## config.mk

```make
export PLATFORM = sky130hd
export DESIGN_NAME = tx_serial_8n1
export DESIGN_NICKNAME = d
export VERILOG_FILES = /design/src/rtl/tx_serial_8n1.sv
export SDC_FILE = /design/constraint.sdc
export NUM_CORES = 1
export LEC_CHECK = 0
export ABC_CLOCK_PERIOD_IN_PS = 2230
export CAP_MARGIN = 40
export CORE_UTILIZATION = 55
export CTS_CLUSTER_DIAMETER = 200
export DETAILED_ROUTE_END_ITERATION = 8
export PLACE_DENSITY = 0.85
export SETUP_SLACK_MARGIN = 0.1
export SYNTH_ARGS = -nofsm -noshare
export SYNTH_HDL_FRONTEND = slang
export SYNTH_SLANG_ARGS = --single-unit
```

## constraint.sdc

```tcl
create_clock -name clock -period 2.23 [get_ports clock]
set_clock_uncertainty 0.1 [all_clocks]
set_input_delay 0.446 -clock clock [delete_from_list [all_inputs] [get_ports clock]]
set_output_delay 0.446 -clock clock [all_outputs]
set_load 0.01 [all_outputs]
```

## src/rtl/tx_serial_8n1.sv

```systemverilog
// 8N1 UART transmitter: internal bit-period counter, frame shift register and control FSM.
// Define TX_SERIAL_PARIDADE_EN to send 8E1 frames, with an even-parity bit between D7 and stop.

// state          | meaning
// ST_INICIAL     | idle, line high, waiting for partida
// ST_TRANSMISSAO | shifting the frame out, CLKS_PER_BIT cycles per bit
// ST_FINAL       | one-cycle pronto pulse, partida ignored

module tx_serial_8n1 #(
    parameter int CLKS_PER_BIT = 434,
    parameter int CNT_W        = 9
) (
    input  logic       clock,
    input  logic       reset,
    input  logic       partida,
    input  logic [7:0] dados_ascii,
    output logic       saida_serial,
    output logic       ocupado,
    output logic       pronto
);

`ifdef TX_SERIAL_PARIDADE_EN
    localparam int FRAME_BITS = 11;
`else
    localparam int FRAME_BITS = 10;
`endif

    localparam logic [CNT_W-1:0] TICK_LAST = CNT_W'(CLKS_PER_BIT - 1);
    localparam logic [3:0]       BIT_LAST  = 4'(FRAME_BITS - 1);

    typedef enum logic [1:0] {
        ST_INICIAL,
        ST_TRANSMISSAO,
        ST_FINAL
    } state_t;

    state_t                state;
    logic [CNT_W-1:0]      tick_cnt;
    logic [3:0]            bit_cnt;
    logic [FRAME_BITS-1:0] shreg;
    logic [FRAME_BITS-1:0] frame_load;

    // Frame is sent LSB first: start bit sits in bit 0, stop bit in the MSB.
`ifdef TX_SERIAL_PARIDADE_EN
    assign frame_load = {1'b1, ^dados_ascii, dados_ascii, 1'b0};
`else
    assign frame_load = {1'b1, dados_ascii, 1'b0};
`endif

    always_ff @(posedge clock) begin
        if (reset) begin
            state        <= ST_INICIAL;
            tick_cnt     <= '0;
            bit_cnt      <= '0;
            shreg        <= '1;
            saida_serial <= 1'b1;
            ocupado      <= 1'b0;
            pronto       <= 1'b0;
        end else begin
            case (state)
                ST_INICIAL: begin
                    pronto       <= 1'b0;
                    saida_serial <= 1'b1;
                    if (partida) begin
                        shreg        <= frame_load;
                        tick_cnt     <= '0;
                        bit_cnt      <= '0;
                        saida_serial <= 1'b0;
                        ocupado      <= 1'b1;
                        state        <= ST_TRANSMISSAO;
                    end
                end

                ST_TRANSMISSAO: begin
                    if (tick_cnt == TICK_LAST) begin
                        tick_cnt <= '0;
                        bit_cnt  <= bit_cnt + 4'd1;
                        shreg    <= {1'b1, shreg[FRAME_BITS-1:1]};
                        if (bit_cnt == BIT_LAST) begin
                            saida_serial <= 1'b1;
                            ocupado      <= 1'b0;
                            pronto       <= 1'b1;
                            state        <= ST_FINAL;
                        end else begin
                            // Drive the bit that becomes the new LSB after this shift.
                            saida_serial <= shreg[1];
                        end
                    end else begin
                        tick_cnt <= tick_cnt + 1'b1;
                    end
                end

                ST_FINAL: begin
                    pronto       <= 1'b0;
                    ocupado      <= 1'b0;
                    saida_serial <= 1'b1;
                    state        <= ST_INICIAL;
                end

                default: begin
                    saida_serial <= 1'b1;
                    ocupado      <= 1'b0;
                    pronto       <= 1'b0;
                    state        <= ST_INICIAL;
                end
            endcase
        end
    end

endmodule
```

==> results by group <==
CTS
  – Cts hold-fix bufs: 0
  – CTS tree: built
  – # clock sinks: 25
  – CTS Buf Count: 3
  – Clk pin slew, worst setup/hold paths: 0.15 ns
  – Clk buf depth: 2
  – Post-CTS Setup Inserts: 0
  – CTS H-tree lvls: 1
  – Clock tree root buffer cell: clkbuf_4
  – Worst skew pair latency: 0.34 ns
  – CTS resizes: 0

Timing
  – Slew @ Worst Pin: 0.674 ns
  – Worst slew margin: 55.1%
  – Final Max Tran Viols: 0
  – Fin worst setup slack: 0.295 ns
  – Final Setup Violations: 0
  – Fin Setup TNS: 0 ns
  – RSZ-0062 raised after global routing: no
  – Final critical-path share of the clock period: 86.8%
  – Fmax: 0.517 GHz
  – Final Hold Viols: 0
  – Tmin final: 1.94 ns

Synthesis
  – Avg Inst Size Synth: 8.81 sq um
  – Ys flop type: dfxtp_1
  – Post-Syn Area: 0.00129 sq mm
  – Post-synth EDFFs: 0
  – Yosys warning count: 0
  – Post-Syn Instances: 147
  – Count of different cell masters after synthesis: 39
  – Synth Net Count: 162
  – Ys async rst share: 0%
  – Register area share after synthesis: 38.6%
  – Register bit total from synthesis: 25

Worst setup path
  – Data arrival, critical path: 1.39 ns
  – Reg2Reg Setup Slack: 0.33 ns
  – Worst setup EP type: output pin
  – Kind of critical path: reg2out
  – Worst path max stage delay: 0.54 ns
  – CP Cell Sequence: buf_4 > clkdlybuf4s50_1
  – Required @ worst endpoint: 1.68 ns
  – Buf/Inv on CP: 2
  – Worst setup SP type: flop
  – Slowest cell on the critical path: clkdlybuf4s50_1
  – Worst-path fanout max: 8
  – Stages on worst setup path: 2
  – Reg2reg path depth: 6
  – Cell family with most CP delay: buffers and inverters

Worst hold path
  – Hold Path Depth: 1
  – Worst min path class: reg2reg

Die
  – Core ar.: 0.00221 sq mm
  – Chip Height: 50.5 um
  – FP Rows: 17
  – Initial Util: 58.5%
  – I/O pins: 14
  – Die Width: 50.5 um
  – Die area: 0.00255 sq mm

Global routing
  – GRT met1 Usage: 29.7%
  – First-pass GRT wire length: 4.57 mm
  – Most Crowded Layer GR: met2
  – Initial antenna violation count: 0
  – Met2 GRT Util: 40.0%
  – Global route total overflow: 0
  – Met3 global-route usage: 2.73%
  – Largest net degree at the start of global routing: 29
  – Number of global-route vias before repair: 1073
  – Total track usage: 23.5%

Route
  – Vias per cell: 6.15
  – Detailed-route wire length: 2.70 mm
  – Initial drt markers: 27
  – Remaining antenna violation count after routing: 0
  – Routed length per instance: 14.4 um
  – DRT Pass-1 Iters: 4
  – Vias post-DR: 1157
  – Drc violations: 0

Place
  – Port Buf Inserts: 13
  – Pre-CTS setup slack: 0.161 ns
  – Routability congestion estimate: 0.831
  – HPWL Detailed: 1.95 mm

Final layout
  – FF/Latch Area: 500 sq um
  – Multi-input logic area: 737 sq um
  – Area growth syn-to-layout: 14.1%
  – Final nets: 176
  – Layout cells sized above 1: 14.4%
  – Fillers: 180
  – # diodes: 0

Outcome
  – Outcome: completed

Power
  – Leakage: 0.531 nW
  – VDD IR max: 0.000404 V
  – PwrDens: 559 mW/mm^2

Run
  – Maxcap violations: 0
## layout by cell type, fill, tap and decap left out, drive strengths merged
master         synthesis  layout
dfxtp                 25      25
nor2                  17      17
a21oi                 16      16
clkdlybuf4s50          0      13
nor4                   9       9
o21ai                  7       7
a31oi                  7       7
mux2                   7       7
nand2                  6       6
inv                    4       4
nand2b                 4       4
ha                     4       4
buf                    5       4
o21a                   3       3
nor2b                  3       3
clkbuf                 3       3
and3                   2       2
a41o                   2       2
or4                    2       2
nand3                  2       2
a22oi                  2       2
and4bb                 1       1
and4b                  1       1
o21bai                 1       1
mux2i                  1       1
nand3b                 1       1
a211oi                 1       1
nand4bb                1       1
nand4b                 1       1
nor3b                  1       1
nand4                  1       1
a21boi                 1       1
o21ba                  1       1
nor3                   1       1
a2111oi                1       1
xnor2                  1       1
o22ai                  1       1
a221oi                 1       1
clkinvlp               0       1
## Yosys cell counts (all sizes together), types with 2 or more instances
cell type  number  area (sq um)
o21a            3          22.5
nor2           17          63.8
nand2           6          22.5
nor2b           3          18.8
and3            2          12.5
nand2b          4          25.0
a21oi          16          83.8
o21ai           7          35.0
ha              4          50.1
nor4            9          56.3
a41o            2          20.0
nand3           2          10.0
or4             2          15.0
dfxtp          25           500
a22oi           2          15.0
inv             4          15.0
a31oi           7          43.8
clkbuf          3          11.3
buf             5          31.3
mux2            7          78.8
## logic make-up (layout without fill, tap and decap cells)
| group | Yosys count | count (layout) | share of synthesized area (%) |
|---|---|---|---|
| flops | 25 | 25 | 38.6 |
| compound gates | 44 | 44 | 22.4 |
| fa+ha+maj | 4 | 4 | 3.86 |
| buf+inv | 12 | 25 | 4.44 |
| mux | 8 | 8 | 6.86 |
| xor+xnor | 1 | 1 | 0.676 |
| simple gates | 53 | 53 | 23.1 |
## final cells by class
cell class,count,area share [%]
clock buffer,3,1.52
tap,28,2.37
clock inverter,1,0.508
multi-input combinational,110,49.9
sequential,25,33.9
timing repair buffer,17,10.8
inverter,4,1.02
## final timing paths
kind / startpoint / to
max reg2reg: tick_cnt[1] / bit_cnt[1]
min: pronto / pronto
max: state[0] / ocupado
min reg2reg: pronto / pronto
## power breakdown
part | switching, W | internal, W | total, W
sequential | 0.0000148 | 0.000467 | 0.000482
combinational | 0.0000665 | 0.0000641 | 0.000131
clock | 0.000144 | 0.0000687 | 0.000213
total | 0.000225 | 0.000600 | 0.000825
## metrics by stage
| step | total power, W | hold WS [ns] | cells | util, % | cell area (sq um) |
|---|---|---|---|---|---|
| global route | 0.000863 | 0.426 | 188 | 66.8 | 1480 |
| floorplan | 0.000576 | 0.363 | 147 | - | 1290 |
| detailed placement | 0.000622 | 0.379 | 184 | 65.4 | 1450 |
| global placement | 0.000614 | 0.352 | 184 | 65.4 | 1450 |
| finish | 0.000825 | 0.395 | 188 | 66.8 | 1480 |
| CTS | 0.000825 | 0.409 | 188 | 66.8 | 1480 |
## flip-flops by register name, summed over array words and instances (netlist names)
signal	count
shreg	8
tick_cnt	9
pronto	1
state	2
bit_cnt	4
saida_serial	1
## metal layers
| metal | up-vias | wire length (um) |
|---|---|---|
| met1 | 543 | 1200 |
| met3 | 5 | 118 |
| li1 | 574 | - |
| met4 | 0 | 43 |
| met5 | - | 0 |
| met2 | 35 | 1340 |
(Power assumes the default switching activity.)
